**config.mk**
```make
export PLATFORM = sky130hd
export DESIGN_NAME = complex_mul_seq_flat
export DESIGN_NICKNAME = d
export VERILOG_FILES = /design/src/rtl/complex_mul_seq_pkg.sv /design/src/rtl/complex_mul_seq_if.sv /design/src/rtl/complex_mul_seq_mult.sv /design/src/rtl/complex_mul_seq.sv /design/src/flat_wrapper.sv
export SDC_FILE = /design/constraint.sdc
export NUM_CORES = 1
export LEC_CHECK = 0
export CORE_MARGIN = 3
export CORE_UTILIZATION = 56
export CTS_BUF_LIST = sky130_fd_sc_hd__clkbuf_8
export DETAILED_ROUTE_END_ITERATION = 6
export PLACE_DENSITY = 0.8
export SYNTH_ARGS = -nofsm -noshare
export SYNTH_HDL_FRONTEND = slang
export SYNTH_SLANG_ARGS = --single-unit
```
**constraint.sdc**
```tcl
create_clock -name clk -period 9.25 [get_ports clk]
set_input_delay 1.85 -clock clk [delete_from_list [all_inputs] [get_ports clk]]
set_output_delay 1.85 -clock clk [all_outputs]
set_load 0.005 [all_outputs]
```
**src/rtl/complex_mul_seq_pkg.sv**
```systemverilog
// ---------------------------------------------------------------------------
// cmul_pkg
// Shared definitions for the sequential complex multiplier:
//   - DW / PW / RW   operand, product and accumulator widths
//   - TMP_W and the field offsets of the packed {re, im} result word
//   - state_t        FSM states (IDLE, P0..P3, OUT)
//   - sext_prod()    sign-extends one PW-bit product to RW bits
// ---------------------------------------------------------------------------
package cmul_pkg;

    localparam int DW    = 16;        // operand component width
    localparam int PW    = 2 * DW;    // single partial product width
    localparam int RW    = 2 * DW + 1; // accumulator / result component width
    localparam int TMP_W = 2 * RW;    // packed {re, im} width

    localparam int RE_MSB = 2 * RW - 1;
    localparam int RE_LSB = RW;
    localparam int IM_MSB = RW - 1;
    localparam int IM_LSB = 0;

    typedef enum logic [2:0] {
        IDLE = 3'd0,
        P0   = 3'd1,
        P1   = 3'd2,
        P2   = 3'd3,
        P3   = 3'd4,
        OUT  = 3'd5
    } state_t;

    function automatic logic signed [RW-1:0] sext_prod(input logic signed [PW-1:0] p);
        return {p[PW-1], p};
    endfunction

endpackage

```
**src/rtl/complex_mul_seq_if.sv**
```systemverilog
// ---------------------------------------------------------------------------
// complex_mul_seq_if
// Operand/result handshake bundle of the sequential complex multiplier.
//   in_valid/in_ready   operand pair handshake, a = {a_re, a_im}, b = {b_re, b_im}
//   ctrl_in             accumulate-mode tag travelling with the operands
//   out_valid/out_ready result handshake, tmp = {re, im}, ctrl_out = tag
// Modports: slave = the multiplier, master = the producer/consumer around it.
// ---------------------------------------------------------------------------
interface complex_mul_seq_if;
    import cmul_pkg::*;

    logic              in_valid;
    logic              in_ready;
    logic [2*DW-1:0]   a;
    logic [2*DW-1:0]   b;
    logic [1:0]        ctrl_in;
    logic              out_valid;
    logic              out_ready;
    logic [TMP_W-1:0]  tmp;
    logic [1:0]        ctrl_out;

    modport slave (
        input  in_valid, a, b, ctrl_in, out_ready,
        output in_ready, out_valid, tmp, ctrl_out
    );

    modport master (
        output in_valid, a, b, ctrl_in, out_ready,
        input  in_ready, out_valid, tmp, ctrl_out
    );

endinterface

```
**src/rtl/complex_mul_seq_mult.sv**
```systemverilog
// ---------------------------------------------------------------------------
// cmul_mult
// Combinational DW x DW signed multiplier shared by all four partial products.
//   x, y : signed DW-bit operands
//   p    : signed PW-bit exact product
// ---------------------------------------------------------------------------
module cmul_mult
    import cmul_pkg::*;
(
    input  logic signed [DW-1:0] x,
    input  logic signed [DW-1:0] y,
    output logic signed [PW-1:0] p
);

    assign p = x * y;

endmodule

```
**src/rtl/complex_mul_seq.sv**
```systemverilog
// ---------------------------------------------------------------------------
// complex_mul_seq
// Sequential 16-bit complex multiplier: one operand pair per transaction,
// four partial products on a single shared multiplier (one per cycle), exact
// 33-bit real/imaginary results packed as {re, im} on tmp plus the ctrl tag.
//   clk  : rising-edge clock
//   rst  : synchronous, active-high reset
//   bus  : complex_mul_seq_if.slave (operand and result handshakes)
// All outputs are registers or registered state decodes.
// ---------------------------------------------------------------------------
module complex_mul_seq
    import cmul_pkg::*;
(
    input  logic                   clk,
    input  logic                   rst,
    complex_mul_seq_if.slave       bus
);

    state_t state, next_state;

    logic signed [DW-1:0] a_re, a_im, b_re, b_im;
    logic        [1:0]    ctrl_q;
    logic signed [RW-1:0] acc_re, acc_im;
    logic                 in_ready_q, out_valid_q;

    logic signed [DW-1:0] mul_x, mul_y;
    logic signed [PW-1:0] prod;
    logic signed [RW-1:0] prod_x;
    logic                 accept;

    assign accept = (state == IDLE) && bus.in_valid;
    assign prod_x = sext_prod(prod);

    // -----------------------------------------------------------------------
    // FSM
    // -----------------------------------------------------------------------
    always_ff @(posedge clk) begin
        // NOTE: sequential state uses non-blocking assignments so every flop
        // samples the pre-edge values of the others.
        if (rst) state <= IDLE;
        else     state <= next_state;
    end

    always_comb begin
        // NOTE: default assigned first so no path leaves next_state unassigned
        // and no latch is inferred.
        next_state = state;
        unique case (state)
            IDLE:    if (bus.in_valid) next_state = P0;
            P0:      next_state = P1;
            P1:      next_state = P2;
            P2:      next_state = P3;
            P3:      next_state = OUT;
            OUT:     if (bus.out_ready) next_state = IDLE;
            default: next_state = IDLE;
        endcase
    end

    // Operand muxes for the shared multiplier, selected by compute state.
    always_comb begin
        mul_x = a_re;
        mul_y = b_re;
        unique case (state)
            P1:      begin mul_x = a_im; mul_y = b_im; end
            P2:      begin mul_x = a_re; mul_y = b_im; end
            P3:      begin mul_x = a_im; mul_y = b_re; end
            default: begin mul_x = a_re; mul_y = b_re; end
        endcase
    end

    cmul_mult u_mult (
        .x (mul_x),
        .y (mul_y),
        .p (prod)
    );

    // -----------------------------------------------------------------------
    // Datapath and registered handshake outputs
    // -----------------------------------------------------------------------
    always_ff @(posedge clk) begin
        if (rst) begin
            // NOTE: the operand and accumulator registers are plain flops, not
            // a memory array, so clearing them on reset is cheap and required.
            a_re        <= '0;
            a_im        <= '0;
            b_re        <= '0;
            b_im        <= '0;
            ctrl_q      <= '0;
            acc_re      <= '0;
            acc_im      <= '0;
            in_ready_q  <= 1'b0;
            out_valid_q <= 1'b0;
        end else begin
            if (accept) begin
                a_re   <= bus.a[PW-1:DW];
                a_im   <= bus.a[DW-1:0];
                b_re   <= bus.b[PW-1:DW];
                b_im   <= bus.b[DW-1:0];
                ctrl_q <= bus.ctrl_in;
            end

            unique case (state)
                P0:      acc_re <= prod_x;
                P1:      acc_re <= acc_re - prod_x;
                P2:      acc_im <= prod_x;
                P3:      acc_im <= acc_im + prod_x;
                default: ;
            endcase

            // Registered decodes of the state being entered, so neither
            // in_valid nor out_ready reaches an output combinationally.
            in_ready_q  <= (next_state == IDLE);
            out_valid_q <= (next_state == OUT);
        end
    end

    assign bus.in_ready  = in_ready_q;
    assign bus.out_valid = out_valid_q;
    assign bus.tmp       = {acc_re, acc_im};
    assign bus.ctrl_out  = ctrl_q;

endmodule

```
**src/flat_wrapper.sv**
```systemverilog
// flat-port wrapper written by rule: the top's interface ports become plain ports
module complex_mul_seq_flat import cmul_pkg::*;
  (clk, rst, bus_in_valid, bus_a, bus_b, bus_ctrl_in, bus_out_ready, bus_in_ready, bus_out_valid, bus_tmp, bus_ctrl_out);
  complex_mul_seq_if bus_i ();
  input  logic clk;
  input  logic rst;
  input wire logic [$bits(bus_i.in_valid)-1:0] bus_in_valid;
  input wire logic [$bits(bus_i.a)-1:0] bus_a;
  input wire logic [$bits(bus_i.b)-1:0] bus_b;
  input wire logic [$bits(bus_i.ctrl_in)-1:0] bus_ctrl_in;
  input wire logic [$bits(bus_i.out_ready)-1:0] bus_out_ready;
  output wire logic [$bits(bus_i.in_ready)-1:0] bus_in_ready;
  output wire logic [$bits(bus_i.out_valid)-1:0] bus_out_valid;
  output wire logic [$bits(bus_i.tmp)-1:0] bus_tmp;
  output wire logic [$bits(bus_i.ctrl_out)-1:0] bus_ctrl_out;
  assign bus_i.in_valid = bus_in_valid;
  assign bus_i.a = bus_a;
  assign bus_i.b = bus_b;
  assign bus_i.ctrl_in = bus_ctrl_in;
  assign bus_i.out_ready = bus_out_ready;
  assign bus_in_ready = bus_i.in_ready;
  assign bus_out_valid = bus_i.out_valid;
  assign bus_tmp = bus_i.tmp;
  assign bus_ctrl_out = bus_i.ctrl_out;
  complex_mul_seq u_core (.clk(clk), .rst(rst), .bus(bus_i));
endmodule
```
---- Word-level counts from Yosys, hierarchy flattened ----
Index checks and enable logic that the tools add are counted.
word-level totals
  input port bits ......................... 70
  word-level logic and storage cells ...... 33
  output and inout bits ................... 70
  bits in registers ....................... 137
cells by class
  add/sub/neg operators ................... 2
  multiply operators ...................... 1
  equal/unequal tests ..................... 6
  muxes and demuxes ....................... 7
  reductions and logical operators ........ 7
operator list
  cell                  number
  $pmux W33 S2          2
  $add A33 B32 Y33      1
  $sub A33 B32 Y33      1
  $mul A16 B16 Y32      1
  $mux W16              2
  $pmux W3 S6           1
  $eq A3 B3 Y1 const B  3
  $eq A3 B2 Y1 const B  2
  $logic_not A3 Y1      2
  $mux W3               2
  $reduce_bool A2 Y1    2
  $reduce_or A2 Y1      2
  $eq A3 B1 Y1 const B  1
  $logic_and A1 B1 Y1   1

---- Longest topological paths before layout ----
Gate-level depths: netlist (run 1).
  depth after elaboration ................. 6
  depth in mapped cells ................... 43
  gate-level depth less buffers ........... 42

---- By module ----
From an unflattened synthesis (run 1), not the netlist that was laid out.
second synthesis, totals
  cells, all modules ...................... 2345
  area, all modules ....................... 19306.0 µm²
by module, submodules not included
  module           seq. area each (µm²)  times used  cells an instance  area each (µm²)
  cmul_mult        0.0                   1           1138               10128.5
  complex_mul_seq  2742.6                1           1207               9177.6

---- Least setup slack after synthesis (run 1) ----
OpenSTA, ideal clock, no wires.
  path type ............................... flip-flop to flip-flop
  from .................................... reg u_core.state[2]
  to ...................................... reg u_core.acc_re[32]
  data required time ...................... 9114 ps
  stages on the path, launching flop included .. 43
  library setup time ...................... 136 ps
  period minus slack after synthesis ...... 10173 ps
  path slack .............................. -923 ps
  arrival ................................. 10037 ps
  buffers on the path ..................... 2
  cells stage by stage .................... dfxtp_1 > nor2b_1 > nor2b_1 > nor2_1 > clkbuf_1 > buf_1 > mux2i_1 > nor2_1 > fa_1 > inv_1 > fa_1 > fa_1 > inv_1 > fa_1 > fa_1 > inv_1 > fa_1 > inv_1 > [... 7 more ...] > xnor2_1 > inv_1 > ha_1 > a21o_1 > a21o_1 > a221oi_2 > o211ai_2 > and2_4 > a221o_1 > maj3_2 > o221ai_2 > a2111oi_1 > or4_4 > o21ai_1 > a221oi_2 > o21a_1 > nor4_1 > o32ai_2
on the way
  longest elaborated chain between the ends .. 6
  elaborated cells on any way between the ends .. 12
  classes of those cells .................. add/sub: 1; mul: 1; eq/ne: 4; mux: 3; reduce/logical: 3
RTL lines
  element                                     RTL line                    RTL
  start: declaration                          complex_mul_seq.sv:19       state_t state, next_state;
  start signal: assignment                    complex_mul_seq.sv:41       else state <= next_state;
  $eq A3 B3 Y1, or another cell as far along  complex_mul_seq.sv:63       unique case (state)
  $reduce_or A2 Y1 (no source line)           -
  $mux W16                                    complex_mul_seq.sv:63
  $mul A16 B16 Y32                            complex_mul_seq_mult.sv:15  assign p = x * y;
  $sub A33 B32 Y33                            complex_mul_seq.sv:104      P1: acc_re <= acc_re - prod_x;
  $pmux W33 S2                                complex_mul_seq.sv:102      unique case (state)
  end signal: assignment                      complex_mul_seq.sv:103      P0: acc_re <= prod_x;
  end signal: assignment                      complex_mul_seq.sv:104
  end: declaration                            complex_mul_seq.sv:23       logic signed [RW-1:0] acc_re, acc_im;
Several ways; a longest one is shown, not always the timed one.
A chain may end at the register's enable or synchronous reset.

---- Final worst setup path (run 1) ----
  from .................................... reg u_core.state[1]
  to ...................................... reg u_core.acc_re[30]
The elaborated chain is that of the path after synthesis.

==> results.sh, run 1 <==
export IMPL_cts_buffers_inserted=17
export IMPL_violations="negative setup slack"
export IMPL_grtUsageMet3=0.0712
export IMPL_clk_pin_slew_ns=0.10
export IMPL_grt_first_pass_wirelength_mm=94.4
export IMPL_overflow=0
export IMPL_tightest_slew_ns=1.29
export IMPL_path_common_cell="fa_1"
export IMPL_holdBufCountCts=0
export IMPL_antenna_found_initial=0
export IMPL_cp_arrival_ns=9.82
export IMPL_viasPerCell=5.79
export IMPL_die_area_mm2=0.0352
export IMPL_dr_pass1_iters=5
export IMPL_grt_max_degree=98
export IMPL_hold_depth=2
export IMPL_clock_sinks=137
export IMPL_yosysMostFrequentCell="nand2_1"
export IMPL_cp_end_kind="flop"
export IMPL_drc=0
export IMPL_max_slew_margin=0.137
export IMPL_maxSlewViolCount=0
export IMPL_drive_gt1_frac=0.174
export IMPL_num_rows=65
export IMPL_core_area_mm2=0.0320
export IMPL_crit_buf_inv=10
export IMPL_holdWs_ns=0.463
export IMPL_dp_hpwl_mm=46.4
export IMPL_grt_use_met2=0.547
export IMPL_cts_buffer_depth=2
export IMPL_finalCritPeriodShare=1.01
export IMPL_synth_top_area_share=0.286
export IMPL_clock_latency_ns=0.51
export IMPL_report_final_setup_viol=2
export IMPL_grt_busiest_layer="met2"
export IMPL_status="finished with violations"
export IMPL_period_needed_ns=9.39
export IMPL_cp_start_kind="flop"
export IMPL_cap_violations=0
export IMPL_synth_area_leaders="fa_1, dfxtp_1, ha_1"
export IMPL_cts_tree="built"
export IMPL_crit_required_ns=9.69
export IMPL_power_density_mw_per_mm2=183
export IMPL_io_pins=140
export IMPL_worstSetupPathType="reg -> reg"
export IMPL_htreeDepth=4
export IMPL_ir_worst_vdd_mv=0.180
export IMPL_gp_congestion=0.985
export IMPL_finClkSkew_ns=0.0258
export IMPL_synthTopCellsByCount="nand2_1, inv_1, fa_1"
export IMPL_yosys_warnings=0
export IMPL_syn_to_final_growth_pct=25.7
export IMPL_yosysTopAreaCell="fa_1"
export IMPL_synth_nets=2704
export IMPL_synth_async_sr_flop_share=0
export IMPL_start_util=0.577
export IMPL_grt_usage=0.334
export IMPL_syn_instance_count=2229
export IMPL_crit_slowest_cell="fa_1"
export IMPL_diodes=0
export IMPL_critPathMaxStageDelay_ns=0.56
export IMPL_drt_iter0_drc=1518
export IMPL_via_count=17300
export IMPL_synth_edff_count=0
export IMPL_synth_area_per_cell_um2=8.30
export IMPL_pre_cts_slack_ns=-0.285
export IMPL_avgRoutedWirePerCell_um=19.7
export IMPL_timing_fmax_ghz=0.107
export IMPL_hp_class="reg -> reg"
export IMPL_drt_total_wl_mm=58.9
export IMPL_hold_viol_final=0
export IMPL_p_leak_uw=0.0109
export IMPL_nets=3022
export IMPL_die_x_um=188
export IMPL_rsz0062_at_grt="true"
export IMPL_die_height_um=188
export IMPL_synth_cell_type_count=86
export IMPL_io_buffers=139
export IMPL_root_buffer="clkbuf_8"
export IMPL_synth_area_mm2=0.0185
export IMPL_ant_nets=0
export IMPL_setup_ws_ns=-0.136
export IMPL_ys_ff_latch=137
export IMPL_use_met1=0.430
export IMPL_grt_pass1_vias=18000
export IMPL_yosysSeqAreaShare=0.148
export IMPL_cp_depth=43
export IMPL_worstPathMaxFanout=6
export IMPL_crit_family="adder cells"
export IMPL_r2r_cells=43
export IMPL_synth_flop_cell="dfxtp_1"
==> flip-flops by register name (all words and copies together) (netlist names) <==
name and cells:
u_core.bus.ctrl_out 2, u_core.a_re 16, u_core.b_re 16, u_core.a_im 16
u_core.b_im 16, u_core.bus.out_valid 1, u_core.acc_im 33, u_core.acc_re 33
u_core.state 3, u_core.bus.in_ready 1
==> logic make-up (layout without fill, tap and decap cells) <==
family                     Yosys count  after routing  share of synthesized area
AOI/OAI and AO/OA                  420            420                      0.152
xor gates and xnor gates            80             80                     0.0383
buffers and inverters              415            744                     0.0844
adders and majority gates          406            406                      0.382
DFF                                137            137                      0.148
muxes                               61             61                     0.0348
and+or+nand+nor                    710            710                      0.160
==> layout make-up <==
class                           count  area (µm²)
Inverter                          340        1280
Clock buffer                       18         248
Tap cell                          435         544
Multi-Input combinational cell   1677       15000
Clock inverter                     12         175
Fill cell                        2437        8800
Timing Repair Buffer              374        3290
Sequential cell                   137        2750
==> metal layers <==
layer | share of wire | vias up | wire, µm
met5 | 0 | - | 0
li1 | - | 7892 | -
met3 | 0.084 | 210 | 4930
met1 | 0.40 | 8355 | 23400
met4 | 0.052 | 0 | 3050
met2 | 0.47 | 880 | 27600
==> stage by stage <==
stage | utilization | area [µm²] | power, µW | setup TNS (ns) | std cells
5_1_grt | 0.725 | 23200 | 4540 | -1.88 | 2993
4_1_cts | 0.713 | 22900 | 4090 | -0.00436 | 2981
3_3_place_gp | 0.684 | 21900 | 3280 | -0.226 | 2931
2_1_floorplan | - | 18700 | 2430 | 0 | 2229
3_5_place_dp | 0.684 | 21900 | 3350 | -0.575 | 2931
6_report | 0.725 | 23200 | 4250 | -0.271 | 2993
==> layout by cell type (no fill, tap or decap), types with 16 or more instances in the layout <==
| cell | n |
|---|---|
| nand2_1 | 333 |
| nor2_1 | 233 |
| fa_1 | 257 |
| xnor2_1 | 49 |
| a21o_1 | 40 |
| buf_4 | 221 |
| inv_1 | 334 |
| a21oi_1 | 146 |
| ha_1 | 123 |
| o21ai_0 | 40 |
| mux2_2 | 16 |
| mux2i_1 | 21 |
| dfxtp_1 | 134 |
| clkbuf_8 | 18 |
| clkdlybuf4s50_1 | 138 |
| ha_4 | 16 |
| a211oi_1 | 33 |
| xor2_1 | 22 |
==> repair_timing <==
| item | CTS | global route |
|---|---|---|
| setup endpoints to repair | 5 | 13 |
| cloned | 2 | 0 |
| pin swaps | 31 | 17 |
| buffers inserted | 18 | 12 |
| resized for setup | 69 | 65 |
==> worst register-to-register path, delay by kind of cell, from the launching register on <==
family | cells | cell delay [ns]
adder cells (fa/ha/maj) | 9 | 3.44
AO/OA/AOI/OAI | 13 | 2.32
flip-flops | 1 | 0.36
multiplexers | 1 | 0.22
XOR/XNOR | 1 | 0.16
AND/OR/NAND/NOR | 9 | 1.67
buffers and inverters | 10 | 1.12
==> final timing paths <==
check	from	slack, ns	end
worst min-delay path	u_core.bus.ctrl_out[0]$_SDFFE_PP0P_	0.46	u_core.bus.ctrl_out[0]$_SDFFE_PP0P_
worst min register to register	u_core.bus.ctrl_out[0]$_SDFFE_PP0P_	0.46	u_core.bus.ctrl_out[0]$_SDFFE_PP0P_
worst max register to register	u_core.state[1]$_SDFF_PP0_	-0.14	u_core.acc_re[30]$_SDFFE_PP0P_
worst max-delay path	u_core.state[1]$_SDFF_PP0_	-0.14	u_core.acc_re[30]$_SDFFE_PP0P_
==> power breakdown <==
| part | total (µW) | internal (µW) | switching (µW) |
|---|---|---|---|
| clock network | 570 | 297 | 273 |
| logic | 2930 | 1350 | 1580 |
| registers | 745 | 656 | 89.1 |
No activity file was read; power rests on OpenSTA's default activity.
==> run 2, diff against run 1 <==
--- a/config.mk
+++ b/config.mk
@@ -9,6 +9,7 @@
 export CORE_UTILIZATION = 56
 export CTS_BUF_LIST = sky130_fd_sc_hd__clkbuf_8
 export DETAILED_ROUTE_END_ITERATION = 6
+export GPL_TIMING_DRIVEN = 0
 export PLACE_DENSITY = 0.8
 export SYNTH_ARGS = -nofsm -noshare
 export SYNTH_HDL_FRONTEND = slang
==> results.sh, run 2 (synthesis gave the netlist of run 1 again) <==
export IMPL_status="finished with violations"
export IMPL_violations="design-rule violations, negative setup slack"
export IMPL_dr_pass1_iters=7
export IMPL_layout_cells_non_filler=2968
export IMPL_cts_tree="built"
export IMPL_period_needed_ns=10.24
export IMPL_root_buffer="clkbuf_8"
export IMPL_power_density_mw_per_mm2=188
export IMPL_finClkSkew_ns=0.0299
export IMPL_p_leak_uw=0.0106
export IMPL_maxSlewViolCount=0
export IMPL_crit_required_ns=9.70
export IMPL_clk_pin_slew_ns=0.11
export IMPL_die_height_um=188
export IMPL_cp_arrival_ns=10.69
export IMPL_dpl_instance_area_mm2=0.0207
export IMPL_grt_max_degree=17
export IMPL_io_buffers=139
export IMPL_switching_power_uw=2120
export IMPL_cp_end_kind="flop"
export IMPL_setup_ws_ns=-0.988
export IMPL_via_count=18300
export IMPL_io_pins=140
export IMPL_antenna_found_initial=0
export IMPL_dp_hpwl_mm=48.2
export IMPL_tightest_slew_ns=1.14
export IMPL_report_final_setup_viol=14
export IMPL_clock_sinks=137
export IMPL_core_area_mm2=0.0320
export IMPL_timing_fmax_ghz=0.0977
export IMPL_pwr_share_seq=0.171
export IMPL_p_clk_frac=0.135
export IMPL_grt_first_pass_wirelength_mm=101
export IMPL_rsz0062_at_grt="true"
export IMPL_path_common_cell="fa_1"
export IMPL_clock_latency_ns=0.53
export IMPL_hold_viol_final=0
export IMPL_viasPerCell=6.15
export IMPL_ir_worst_vdd_mv=0.128
export IMPL_overflow=0
export IMPL_seqCellArea_mm2=0.00275
export IMPL_fin_area_mm2=0.0235
export IMPL_drc=7
export IMPL_hp_class="reg -> reg"
export IMPL_die_x_um=188
export IMPL_drt_total_wl_mm=67.6
export IMPL_critPathMaxStageDelay_ns=0.61
export IMPL_biggestRegsByFlops="u_core.acc_im: 33 flops, u_core.acc_re: 33 flops"
export IMPL_cap_violations=0
export IMPL_cp_start_kind="flop"
export IMPL_num_rows=65
export IMPL_start_util=0.577
export IMPL_nets=2995
export IMPL_max_slew_margin=0.243
export IMPL_multi_input_area_mm2=0.0155
export IMPL_fillers=2291
export IMPL_grt_pass1_vias=18500
export IMPL_cts_buffers_inserted=17
export IMPL_combinationalPowerShare=0.694
export IMPL_ant_nets=0
export IMPL_mostFrequentLayoutCells="nand2_1, inv_1, fa_1, nor2_1, clkdlybuf4s50_1"
export IMPL_crit_slowest_cell="fa_1"
export IMPL_worstPathMaxFanout=6
export IMPL_die_area_mm2=0.0352
export IMPL_drive_gt1_frac=0.163
export IMPL_cts_buffer_depth=2
export IMPL_gp_congestion=0.981
export IMPL_worstSetupPathType="reg -> reg"
export IMPL_grt_usage=0.364
export IMPL_layout_commonest_cell="nand2_1"
export IMPL_syn_to_final_growth_pct=27.0
export IMPL_htreeDepth=4
export IMPL_p_int_uw=2280
export IMPL_finalCritPeriodShare=1.11
export IMPL_drt_iter0_drc=1858
export IMPL_diodes=0
export IMPL_swShare=0.482
export IMPL_tns_ns=-5.46
export IMPL_dpl_cell_count=2803
export IMPL_avgRoutedWirePerCell_um=22.8
## run 2: cell count changes in the layout (fill, tap and decap cells not counted), moves of 7 or more
cell	before	now
xnor2_2	1	8
mux2i_1	21	9
buf_1	0	9
xnor2_1	49	41
clkbuf_1	0	45
clkbuf_2	0	7
buf_4	221	113
a21oi_1	146	138
mux2i_4	8	23
## run 2: layer usage
metal | GRT usage | share of wire | wire (µm)
met3 | 0.0888 | 0.11 | 7490
met2 | 0.589 | 0.46 | 31300
met4 | 0.188 | 0.070 | 4700
met5 | 0 | 0 | 0
met1 | 0.455 | 0.36 | 24100
## run 2: worst max-delay path: cells and delay by family (launching register included)
family	cells	cell delay (ns)
buffers and inverters	11	1.41
and+or+nand+nor	13	2.15
AOI/OAI and AO/OA	9	1.78
adders and majority gates	9	3.90
xor gates and xnor gates	1	0.19
DFF	1	0.37
muxes	1	0.34
## run 2: per-stage QoR
stage | total power [µW] | hold WS [ns] | setup slack (ns) | utilization
detailed placement | 3080 | 0.453 | -1.77 | 0.645
floorplan | 2430 | 0.436 | 0.0200 | -
CTS | 4020 | 0.467 | -0.596 | 0.710
global route | 4640 | 0.503 | -1.11 | 0.733
global placement | 3030 | 0.443 | -1.58 | 0.645
finish | 4410 | 0.466 | -0.988 | 0.733
## run 2: layout make-up
cell class / count / area share
timing repair buffer: 275 / 0.111
inverter: 340 / 0.0546
clock inverter: 14 / 0.00804
tap: 435 / 0.0232
clock buffer: 18 / 0.0105
buffer: 72 / 0.0164
multi-input combinational: 1677 / 0.659
sequential: 137 / 0.117
## run 2: worst paths after layout
kind | startpoint | to | slack [ns] | cells after the start
setup / recovery | u_core.state[1]$_SDFF_PP0_ | u_core.acc_re[32]$_SDFFE_PP0P_ | -0.99 | 44
hold / removal | u_core.b_re[15]$_SDFFE_PP0P_ | u_core.b_re[15]$_SDFFE_PP0P_ | 0.47 | 2
setup reg to reg | u_core.state[1]$_SDFF_PP0_ | u_core.acc_re[32]$_SDFFE_PP0P_ | -0.99 | 44
hold reg to reg | u_core.b_re[15]$_SDFFE_PP0P_ | u_core.b_re[15]$_SDFFE_PP0P_ | 0.47 | 2
## run 2: repair_timing
action,in CTS,in global routing
pin swaps,59,71
gates cloned,2,0
setup buffers,92,43
setup endpoints to repair,23,17
gates resized for setup,164,90
hold buffers,0,0
## run 2: power by group through the flow
| stage | clock [µW] | combinational, µW | sequential [µW] |
|---|---|---|---|
| after floorplan | 0 | 1710 | 724 |
| after global placement | 0 | 2280 | 746 |
| after detailed placement | 0 | 2330 | 748 |
| after CTS | 585 | 2690 | 743 |
| after global routing | 609 | 3280 | 758 |
| final | 596 | 3060 | 755 |
